===== config.mk =====
export PLATFORM = sky130hd
export DESIGN_NAME = hazard_ctrl_mc
export DESIGN_NICKNAME = d
export VERILOG_FILES = /design/src/rtl/hazard_ctrl_mc.sv
export SDC_FILE = /design/constraint.sdc
export NUM_CORES = 1
export LEC_CHECK = 0
export ABC_AREA = 1
export BUFFER_PORTS_ARGS = -buffer_cell sky130_fd_sc_hd__buf_2
export CORE_MARGIN = 2
export CORE_UTILIZATION = 31
export DETAILED_ROUTE_END_ITERATION = 8
export PLACE_DENSITY_LB_ADDON = 0.3
export RECOVER_POWER = 100
export SLEW_MARGIN = 20
export SYNTH_ARGS = -nofsm -noshare
export SYNTH_HDL_FRONTEND = slang
export SYNTH_SLANG_ARGS = --single-unit

===== constraint.sdc =====
create_clock -name clk -period 2.18 [get_ports clk]
set_clock_uncertainty 0.1 [all_clocks]
set_input_delay 0.218 -clock clk [delete_from_list [all_inputs] [get_ports clk]]
set_output_delay 0.218 -clock clk [all_outputs]
set_load 0.01 [all_outputs]

===== src/rtl/hazard_ctrl_mc.sv =====
// hazard_ctrl_mc - pipeline hazard controller for the 5-stage MIPS core.
//
// Purpose:
//   Detects load-use and branch operand hazards for the instruction in ID and
//   drives the PC hold and per-stage pipeline-register controls. A small
//   IDLE/STALL sequencer stretches a stall over several cycles, so the load
//   latency (LOAD_LAT) is a parameter. It also flushes IF/ID for jumps and
//   taken branches. Two saturating counters record stall cycles and flush
//   events.
//
// Ports:
//   clk, rst_n            core clock, synchronous active-low reset
//   id_rs/id_rt           source registers of the ID instruction
//   id_use_rs/id_use_rt   ID instruction really reads rs / rt
//   id_branch/id_jump     ID holds a conditional branch / a jump
//   branch_taken          ID branch comparator result
//   ex_rd/ex_regwrite     EX destination and its write enable
//   ex_memread            EX instruction is a load
//   mem_rd/mem_memread    MEM destination and "MEM instruction is a load"
//   *_ctl                 per-stage register control: 00 flush, 01 advance, 10 hold
//   pc_hold               freeze the PC
//   delay                 branch-on-load stall in progress
//   stall_busy            sequencer is in its STALL state
//   stall_cnt/flush_cnt   saturating performance counters

module hazard_ctrl_mc #(
  parameter int REG_W    = 5,
  parameter int LOAD_LAT = 1,
  parameter int CNT_W    = 32
) (
  input  logic             clk,
  input  logic             rst_n,
  input  logic [REG_W-1:0] id_rs,
  input  logic [REG_W-1:0] id_rt,
  input  logic             id_use_rs,
  input  logic             id_use_rt,
  input  logic             id_branch,
  input  logic             id_jump,
  input  logic             branch_taken,
  input  logic [REG_W-1:0] ex_rd,
  input  logic             ex_regwrite,
  input  logic             ex_memread,
  input  logic [REG_W-1:0] mem_rd,
  input  logic             mem_memread,
  output logic [1:0]       if_id_ctl,
  output logic [1:0]       id_ex_ctl,
  output logic [1:0]       ex_mem_ctl,
  output logic [1:0]       mem_wb_ctl,
  output logic             pc_hold,
  output logic             delay,
  output logic             stall_busy,
  output logic [CNT_W-1:0] stall_cnt,
  output logic [CNT_W-1:0] flush_cnt
);

  localparam logic [1:0] CTL_FLUSH = 2'b00;
  localparam logic [1:0] CTL_ADV   = 2'b01;
  localparam logic [1:0] CTL_HOLD  = 2'b10;

  localparam logic [3:0] LAT_N    = 4'(LOAD_LAT);
  localparam logic [3:0] LAT_N_P1 = 4'(LOAD_LAT + 1);

  typedef enum logic {S_IDLE, S_STALL} state_t;

  state_t           r_state;
  logic [2:0]       r_rem;
  logic             r_delay;
  logic [CNT_W-1:0] r_stall_cnt;
  logic [CNT_W-1:0] r_flush_cnt;

  logic       w_mrs_ex, w_mrt_ex, w_mrs_mem, w_mrt_mem;
  logic       w_match_ex, w_match_mem;
  logic       w_load_use, w_br_load_ex, w_br_alu, w_br_load_mem;
  logic       w_hit;
  logic [3:0] w_need;
  logic       w_need_delay;
  logic       w_flush;

  // Register 0 never carries a real dependency, and an operand the
  // instruction does not read cannot create one.
  assign w_mrs_ex  = id_use_rs && (id_rs == ex_rd)  && (ex_rd != '0)  && ex_regwrite;
  assign w_mrt_ex  = id_use_rt && (id_rt == ex_rd)  && (ex_rd != '0)  && ex_regwrite;
  assign w_mrs_mem = id_use_rs && (id_rs == mem_rd) && (mem_rd != '0) && mem_memread;
  assign w_mrt_mem = id_use_rt && (id_rt == mem_rd) && (mem_rd != '0) && mem_memread;

  assign w_match_ex  = w_mrs_ex  || w_mrt_ex;
  assign w_match_mem = w_mrs_mem || w_mrt_mem;

  assign w_load_use    = !id_branch && ex_memread && w_match_ex;
  assign w_br_load_ex  =  id_branch && ex_memread && w_match_ex;
  assign w_br_alu      =  id_branch && !ex_memread && w_match_ex;
  assign w_br_load_mem =  id_branch && w_match_mem;

  assign w_hit = w_load_use || w_br_load_ex || w_br_alu || w_br_load_mem;

  // Stall length for the first matching hazard kind. A branch needs its
  // operands in ID, one stage earlier than an ALU consumer, hence the +1
  // when the load is still in EX.
  always_comb begin
    w_need       = 4'd0;
    w_need_delay = 1'b0;
    if (w_load_use) begin
      w_need = LAT_N;
    end else if (w_br_load_ex) begin
      w_need       = LAT_N_P1;
      w_need_delay = 1'b1;
    end else if (w_br_alu) begin
      w_need = 4'd1;
    end else if (w_br_load_mem) begin
      w_need       = LAT_N;
      w_need_delay = 1'b1;
    end
  end

  // Output decode. Reset overrides everything so a stall in flight is
  // dropped the moment rst_n falls.
  always_comb begin
    if_id_ctl  = CTL_ADV;
    id_ex_ctl  = CTL_ADV;
    ex_mem_ctl = CTL_ADV;
    mem_wb_ctl = CTL_ADV;
    pc_hold    = 1'b0;
    delay      = 1'b0;
    w_flush    = 1'b0;
    if (rst_n) begin
      if (r_state == S_STALL) begin
        if_id_ctl = CTL_HOLD;
        id_ex_ctl = CTL_FLUSH;
        pc_hold   = 1'b1;
        delay     = r_delay;
      end else if (w_hit) begin
        if_id_ctl = CTL_HOLD;
        id_ex_ctl = CTL_FLUSH;
        pc_hold   = 1'b1;
        delay     = w_need_delay;
      end else if (id_jump || (id_branch && branch_taken)) begin
        if_id_ctl = CTL_FLUSH;
        w_flush   = 1'b1;
      end
    end
  end

  assign stall_busy = rst_n && (r_state == S_STALL);
  assign stall_cnt  = r_stall_cnt;
  assign flush_cnt  = r_flush_cnt;

  // The first stall cycle is issued from IDLE, so STALL covers the
  // remaining N-1 cycles.
  always_ff @(posedge clk) begin
    if (!rst_n) begin
      r_state     <= S_IDLE;
      r_rem       <= 3'd0;
      r_delay     <= 1'b0;
      r_stall_cnt <= '0;
      r_flush_cnt <= '0;
    end else begin
      case (r_state)
        S_IDLE: begin
          if (w_hit && (w_need > 4'd1)) begin
            r_state <= S_STALL;
            r_rem   <= 3'(w_need - 4'd1);
            r_delay <= w_need_delay;
          end
        end
        S_STALL: begin
          r_rem <= r_rem - 3'd1;
          if (r_rem == 3'd1) begin
            r_state <= S_IDLE;
          end
        end
        default: r_state <= S_IDLE;
      endcase

      if (pc_hold && (r_stall_cnt != '1)) begin
        r_stall_cnt <= r_stall_cnt + 1'b1;
      end
      if (w_flush && (r_flush_cnt != '1)) begin
        r_flush_cnt <= r_flush_cnt + 1'b1;
      end
    end
  end

endmodule


# Yosys cells after proc, flatten, opt, wreduce, memory -nomap -nowiden
# Index checks and enable logic that the tools add are counted.
# op_classes
bitwise	1
muxes	30
n_eq_ne	8
n_lt_le_gt_ge	1
add_sub_neg	4
reduce_logical	35
# op_table
op	count
adder 32 x 1 -> 32 bit, second input constant	2
inequality test 32 bit, second input constant	2
logical AND 1 bit	24
2-to-1 mux 1 bit	22
== test 5 bit	4
2-to-1 mux 2 bit	5
nonzero test 5 bit	2
logical OR 1 bit	6
one-hot mux 3 bit (2 select lines)	1
subtractor 3 x 1 -> 3 bit, second input constant	2
== test 3 x 1 -> 1 bit, second input constant	1
2-to-1 mux 3 bit	1
> comparator 2 x 1 -> 1 bit, second input constant	1
zero test 1 bit	2
inequality test 2 bit, second input constant	1
one-hot mux 1 bit (2 select lines)	1
AND reduction 2 bit	1
NOT 1 bit	1
# word_totals
ff_bits	69
inputBits	30
elab_cells	84

# Logic depth before layout (Yosys ltp)
# Gate-level depths: netlist of the first run.
# logic_depth
ltp_word	14
depth_mapped	14
depth_no_buf	14

# Worst setup path after synthesis of the first run
# Ideal clock, no wire load.
# synth_path
path_kind	reg2reg
from	register r_stall_cnt[1] (netlist: stall_cnt[1])
to	register r_stall_cnt[10] (netlist: stall_cnt[10])
n_path_buf	1
arrival_time_ps	1681
path_stages_with_launch	10
path_slack_ps	266
setup_ps	132
path_cell_list	dfxtp_1 -> ha_1 -> nand2_2 -> nor3_4 -> nand3_1 -> nor3_2 -> nand3_2 -> clkbuf_1 -> nand4_1 -> a21oi_1
# synth_via
elab_chain_len	2
# synth_lines
item	line_no	rtl
from (decl)	68	logic [CNT_W-1:0] r_stall_cnt;
from (signal assigned)	175	r_stall_cnt <= r_stall_cnt + 1'b1;
branches (longest 2 deep; another with adder 32 x 1 -> 32 bit)	--	
# Parallel ways; which one is timed is not known.
# A chain may end at the register's enable or synchronous reset.

# Worst setup path after layout of the first run
# layout_path
from	register r_stall_cnt[0] (netlist: stall_cnt[0])
to	register r_stall_cnt[3] (netlist: stall_cnt[3])
# The elaborated chain is that of the path after synthesis.

==> results of run 1 <==
[logic make-up after synthesis]
logic type,count (synthesis)
and+or+nand+nor,435
buffers and inverters,103
AOI/OAI and AO/OA,82
DFF,69
xor gates and xnor gates,63
adders and majority gates,5
other,2
[worst max-delay path: cells and delay by family, from the launching register on]
kind,cells,cell delay [ns]
fa+ha+maj,1,0.22
simple gates,7,0.93
flops,1,0.33
compound gates,1,0.12
buf+inv,1,0.19
[final timing paths]
check          startpoint      endpoint  slack [ns]  depth (start not counted)
min            ex_memread       r_delay        0.16                          3
min reg2reg       r_delay       r_delay        0.36                          2
max reg2reg  stall_cnt[0]  stall_cnt[3]        0.20                         10
max          stall_cnt[0]  stall_cnt[3]        0.20                         10
[power breakdown]
part           internal (mW)  switching [mW]  total [mW]
Combinational         0.0760           0.160       0.236
Clock                  0.919           0.567        1.49
Sequential              1.27         0.00314        1.27
[routing by layer]
metal / part of all wire / routed length (um) / global-route usage
met2: 0.47 / 6757 / 0.3023
met5: 0 / 0 / 0
met3: 0.041 / 590 / 0.03798
met1: 0.47 / 6781 / 0.2362
met4: 0.018 / 265 / 0.06141
[stage by stage]
stage | instance area [sq um] | hold WS (ns) | utilization | setup WS (ns)
after floorplan | 4775 | 0.3268 | - | 0.2665
after global placement | 5565 | 0.3430 | 0.3688 | 0.2214
after detailed placement | 5565 | 0.3551 | 0.3688 | 0.1874
after CTS | 5861 | 0.1449 | 0.3884 | 0.1586
after global routing | 5773 | 0.1840 | 0.3826 | 0.01063
final | 5773 | 0.1628 | 0.3826 | 0.1954
[flip-flops by register name, summed over array words and instances, names as in the netlist]
name       count
flush_cnt     32
r_delay        1
r_rem          3
r_state        1
stall_cnt     32
[cells in the final DEF (no fill, tap or decap), types with 6 or more instances in the layout]
| master | n |
|---|---|
| sky130_fd_sc_hd__a21oi_1 | 69 |
| sky130_fd_sc_hd__buf_2 | 40 |
| sky130_fd_sc_hd__buf_4 | 21 |
| sky130_fd_sc_hd__clkbuf_1 | 68 |
| sky130_fd_sc_hd__clkbuf_16 | 9 |
| sky130_fd_sc_hd__dfxtp_1 | 69 |
| sky130_fd_sc_hd__inv_1 | 62 |
| sky130_fd_sc_hd__inv_2 | 6 |
| sky130_fd_sc_hd__nand2_1 | 239 |
| sky130_fd_sc_hd__nand3_1 | 23 |
| sky130_fd_sc_hd__nand4_1 | 44 |
| sky130_fd_sc_hd__nor2_1 | 84 |
| sky130_fd_sc_hd__nor3_1 | 24 |
| sky130_fd_sc_hd__nor4_1 | 7 |
| sky130_fd_sc_hd__o21ai_0 | 8 |
| sky130_fd_sc_hd__xnor2_1 | 17 |
| sky130_fd_sc_hd__xor2_1 | 46 |
[cell type report]
class,instances,area (sq um)
Tap cell,188,235.2
Clock inverter,3,45.04
Inverter,68,255.2
Fill cell,1695,9316
Timing Repair Buffer,130,654.4
Sequential cell,69,1381
Clock buffer,13,250.2
Multi-Input combinational cell,590,2952
==> qor.tcl, run 1 <==
set qor(detailedRoute.firstPassIterationCount) 6
set qor(post-route-drc-count) 0
set qor(yosys.area_share.xor_xnor) 0.1158
set qor(netlist_top_cells_count) {sky130_fd_sc_hd__nand2_1 (239), sky130_fd_sc_hd__nor2_1 (85), sky130_fd_sc_hd__a21oi_1 (69), sky130_fd_sc_hd__dfxtp_1 (69), sky130_fd_sc_hd__inv_1 (64)}
set qor(grt_pass1_wl_um) 24190
set qor(ant_nets) 0
set qor(tritoncts_clock_tree) {built}
set qor(diodes) 0
set qor(maximum_single_stage_delay_on_the_critical_path_ns) 0.33
set qor(final_layout_size_suffix_gt1_frac) 0.1123
set qor(tightestPinTransition_ns) 0.5399
set qor(finish.net_count) 903
set qor(grt_antenna_before_repair) 0
set qor(cts.path.max_buffers) 2
set qor(outcome) {finished, final reports clean}
set qor(synthesis.area_sq_um) 4763
set qor(grt_max_degree) 49
set qor(vdd_drop_max_v) 0.0003750
set qor(holdBufCountCts) 0
set qor(critical_path_arrival_ns) 2.15
set qor(floorplan.die.width_um) 128.0
set qor(final_cells) 1061
set qor(postCtsSetupRepairBufs) 0
set qor(period_share) 0.9104
set qor(grt_use_total) 0.1823
set qor(placement_rows) 45
set qor(post-layout-total-power_mw) 2.991
set qor(dpl.cell_count) 1045
set qor(cts.repair.resized) 0
set qor(synthMuxAreaShare) 0
set qor(worstPathCellList) {ha_1 > nand2_2 > nor3_2 > nand3_1 > nor3_2 > nand3_1 > nand3_2 > buf_12 > nand2_1 > a21oi_1}
set qor(synthesis.yosys.warnings) 0
set qor(criticalPathCategory) {flop to flop}
set qor(die_h_um) 128.0
set qor(area_share_of_the_leading_cell_type_in_the_synthesized_netlist) 0.2900
set qor(design.core.area_sq_um) 15090
set qor(synth_compound_gate_area_share) 0.08773
set qor(vias) 5189
set qor(synthSimpleGateAreaFrac) 0.3966
set qor(areaGrowthSynthToFinish_pct) 21.20
set qor(timing.final.setup_violations) 0
set qor(initial_cell_density_of_the_core) 0.3157
set qor(power_per_cell_area_nw_per_um2) 518.1
set qor(crit_path_max_fanout) 33
set qor(synth.most_common_cell) {sky130_fd_sc_hd__nand2_1}
set qor(placement.io_buffers) 99
set qor(largest_area_contributor_in_the_synthesized_netlist) {sky130_fd_sc_hd__dfxtp_1}
set qor(syn_inst) 759
set qor(asyncSetResetFlopFracSynth) 0
set qor(design.die.area_sq_um) 16370
set qor(synth-seq-cells) 69
set qor(synth_top_family_by_area) {simple AND/OR/NAND/NOR gates}
set qor(final_max_slew_viol_count) 0
set qor(synth-seq-area-share) 0.2900
set qor(max_cap_viol_count) 0
set qor(maxClockFrequency_mhz) 503.9
set qor(avgViaCountPerCell) 4.891
set qor(post_synth_main_area_contributors) {sky130_fd_sc_hd__dfxtp_1 (29%), sky130_fd_sc_hd__nand2_1 (19%), sky130_fd_sc_hd__xor2_1 (8.5%), sky130_fd_sc_hd__a21oi_1 (7.2%), sky130_fd_sc_hd__nor2_1 (6.7%)}
set qor(worst_skew_pair.late_latency_ns) 0.34
set qor(dr.first_iter.drc_count) 424
set qor(clkSinkCount) 69
set qor(cts_root_buffer) {sky130_fd_sc_hd__clkbuf_16}
set qor(final_replace_weighted_congestion) 0.9650
set qor(wire_per_inst_um) 13.57
set qor(vias_in_the_first_global_route) 4964
set qor(grt-ovfl-total) 0
set qor(average_size_of_a_mapped_cell_sq_um) 6.276
set qor(hold_violations) 0
set qor(routed_wl_um) 14400
set qor(num_io_pins) 105
set qor(min_period_ns) 1.985
set qor(ys_dominant_reg_cell) {sky130_fd_sc_hd__dfxtp_1}
set qor(worst_path_max_delay_cell) {sky130_fd_sc_hd__dfxtp_1}
set qor(hold_path_class) {input port to flop}
set qor(worstPathRequired_ns) 2.34
set qor(tritoncts.num_buffers) 9
set qor(crit_path_start_kind) {flop}
set qor(dp_hpwl_um) 10930
set qor(worst_slew_margin_rel) 0.6400
set qor(clk_pin_slew_worst_paths_ns) 0.06
set qor(synthDistinctLibCells) 30
set qor(clock_tree.htree_level_count) 3
set qor(static-leakage-power_nw) 2.206
set qor(rsz0062_at_grt) {no}
set qor(timing.critical_path.to_type) {flop}
set qor(final.setup.tns_ns) 0
set qor(post_synth_fa_ha_maj_area_fraction) 0.01313
set qor(synth-edff-count) 0
Power figures use the tool's default switching activity.
==> run 2: changes to the inputs <==
--- a/config.mk
+++ b/config.mk
@@ -10,6 +10,7 @@
 export CORE_MARGIN = 2
 export CORE_UTILIZATION = 31
 export DETAILED_ROUTE_END_ITERATION = 8
+export MAX_ROUTING_LAYER = met4
 export PLACE_DENSITY_LB_ADDON = 0.3
 export RECOVER_POWER = 100
 export SLEW_MARGIN = 20
==> constraint.sdc (replaced) <==
create_clock -name clk -period 2.3 [get_ports clk]
set_clock_uncertainty 0.1 [all_clocks]
set_input_delay 0.23 -clock clk [delete_from_list [all_inputs] [get_ports clk]]
set_output_delay 0.23 -clock clk [all_outputs]
set_load 0.01 [all_outputs]
==> run 2 against run 1 <==
- sequential share of layout area up 0.088 points
- routed wire length down 0.70%
- utilization down 0.14 points
- die area unchanged
- power down 6.8%
- global-route usage up 0.097 points
- critical path depth up 2
- cell area down 0.37%
- final cell count down 0.75%
- largest cell class unchanged
- combinational power down 7%
- count of clock-buffer cells in the layout down 4
==> qor.tcl, run 2 (synthesis results as in run 1) <==
set qor(layout_commonest_cell) {sky130_fd_sc_hd__nand2_1}
set qor(worst_slew_margin_rel) 0.5221
set qor(place_worst_setup_slack_ns) 0.1298
set qor(postCtsSetupRepairBufs) 0
set qor(detailedRoute.firstPassIterationCount) 5
set qor(wire_per_inst_um) 13.57
set qor(post-route-cell-area_sq_um) 5752
set qor(final_critical_path_setup_slack_ns) 0.1809
set qor(period_share) 0.9214
set qor(timing.critical_path.to_type) {primary output}
set qor(grt_antenna_before_repair) 0
set qor(whs_path_cells) 3
set qor(clkSinkCount) 69
set qor(clk_pin_slew_worst_paths_ns) 0.06
set qor(dr.first_iter.drc_count) 333
set qor(design.die.area_sq_um) 16370
set qor(worst_min_path_start) {ex_memread}
set qor(areaGrowthSynthToFinish_pct) 20.75
set qor(final_core_util) 0.3812
set qor(grt_use_total) 0.1833
set qor(vias_in_the_first_global_route) 4783
set qor(max_cap_viol_count) 0
set qor(critical_path_arrival_ns) 1.79
set qor(criticalPathCategory) {input port to primary output}
set qor(clock_tree.htree_level_count) 3
set qor(placement_rows) 45
set qor(worstPathRequired_ns) 1.97
set qor(timing.final.setup_violations) 0
set qor(r2r_slack_ns) 0.19
set qor(grt_max_degree) 66
set qor(cts.repair.resized) 0
set qor(final_replace_weighted_congestion) 0.9378
set qor(tightestPinTransition_ns) 0.7168
set qor(dp_hpwl_um) 10770
set qor(hold_path_class) {input port to flop}
set qor(worst_path_max_delay_cell) {sky130_fd_sc_hd__nor2_1}
set qor(critical_path.reg2reg.startpoint) {stall_cnt[1]}
set qor(worst_r2r_endpoint) {stall_cnt[2]}
set qor(tritoncts_clock_tree) {built}
set qor(design.core.area_sq_um) 15090
set qor(power_per_cell_area_nw_per_um2) 484.6
set qor(tritoncts.num_buffers) 9
set qor(crit_path_start_kind) {input port}
set qor(num_io_pins) 105
set qor(grt_pass1_wl_um) 23790
set qor(maximum_single_stage_delay_on_the_critical_path_ns) 0.32
set qor(holdBufCountCts) 0
set qor(vias) 5072
set qor(final_max_slew_viol_count) 0
set qor(routed_wl_um) 14290
set qor(path_delay_family) {simple AND/OR/NAND/NOR gates}
set qor(diodes) 0
set qor(final.setup.tns_ns) 0
set qor(commonest_non_fill_non_tap_cells_in_the_layout) {sky130_fd_sc_hd__nand2_1 (239), sky130_fd_sc_hd__nor2_1 (85), sky130_fd_sc_hd__a21oi_1 (69), sky130_fd_sc_hd__dfxtp_1 (69)}
set qor(finish.net_count) 895
set qor(rsz0062_at_grt) {yes}
set qor(initial_cell_density_of_the_core) 0.3157
set qor(static-leakage-power_nw) 2.301
set qor(vdd_drop_max_v) 0.0003412
set qor(grt-ovfl-total) 0
set qor(die_h_um) 128.0
set qor(ant_nets) 0
set qor(cts.path.max_buffers) 2
set qor(crit_path_max_fanout) 5
set qor(cts_root_buffer) {sky130_fd_sc_hd__clkbuf_16}
set qor(minimum_hold_slack_ns) 0.1636
set qor(worstPathCellList) {buf_2 > inv_1 > nor2_1 > nor2_1 > nand3_1 > nand2_1 > o211ai_1 > nand3_1 > inv_1 > nor2_1 > inv_1 > buf_2}
set qor(avgViaCountPerCell) 4.817
set qor(min_period_ns) 2.119
set qor(hold_violations) 0
set qor(hold_end) {r_state}
set qor(placement.io_buffers) 99
set qor(worst_skew_pair.late_latency_ns) 0.35
set qor(maxClockFrequency_mhz) 471.9
set qor(crit_buf_inv) 5
set qor(worst_r2r_path_depth) 10
set qor(post-route-drc-count) 0
set qor(placedInstanceArea_sq_um) 5505
set qor(outcome) {finished, final reports clean}
set qor(final_layout_size_suffix_gt1_frac) 0.1376
set qor(floorplan.die.width_um) 128.0
set qor(dpl.cell_count) 1037
set qor(final_cells) 1053
set qor(post-layout-total-power_mw) 2.788
-- run 2: where the power goes --
group | internal [mW] | switching (mW)
logic | 0.0704 | 0.149
clock network | 0.755 | 0.611
registers | 1.20 | 0.00290
-- run 2: area by class of cell --
class                   instances  area [sq um]
repair buffers                122         644.4
flip-flops and latches         69          1381
inverters                      68         255.2
fillers                      1700          9338
multi-input cells             590          2948
clock inverters                 7         62.56
clock buffers                   9         225.2
well taps                     188         235.2
-- run 2: worst max path at each step --
stage	startpoint	end	slack, ns	cells after the start
2_1_floorplan	stall_cnt[1]	stall_cnt[10]	0.39	9
3_3_place_gp	id_rt[0]	if_id_ctl[0]	0.16	12
3_5_place_dp	id_rt[0]	if_id_ctl[0]	0.13	12
4_1_cts	id_rt[0]	if_id_ctl[0]	0.13	12
5_1_grt	flush_cnt[0]	flush_cnt[24]	-0.02	11
6_report	id_rt[0]	id_ex_ctl[0]	0.18	12
-- run 2: worst register-to-register path: cells and delay by family, from the launching register on --
family                   cells  cell delay [ns]
AO/OA/AOI/OAI                1             0.13
adder cells (fa/ha/maj)      1             0.22
buffers and inverters        1             0.19
flip-flops                   1             0.33
AND/OR/NAND/NOR              7             1.07
-- run 2: per-layer routing --
layer  vias up  track usage  part of all wire
met4         0      0.03943             0.014
met2       124       0.2988              0.47
met1      2277       0.2398              0.47
met3        17      0.03088             0.042
li1       2654            -                 -
met5         -            -                 0
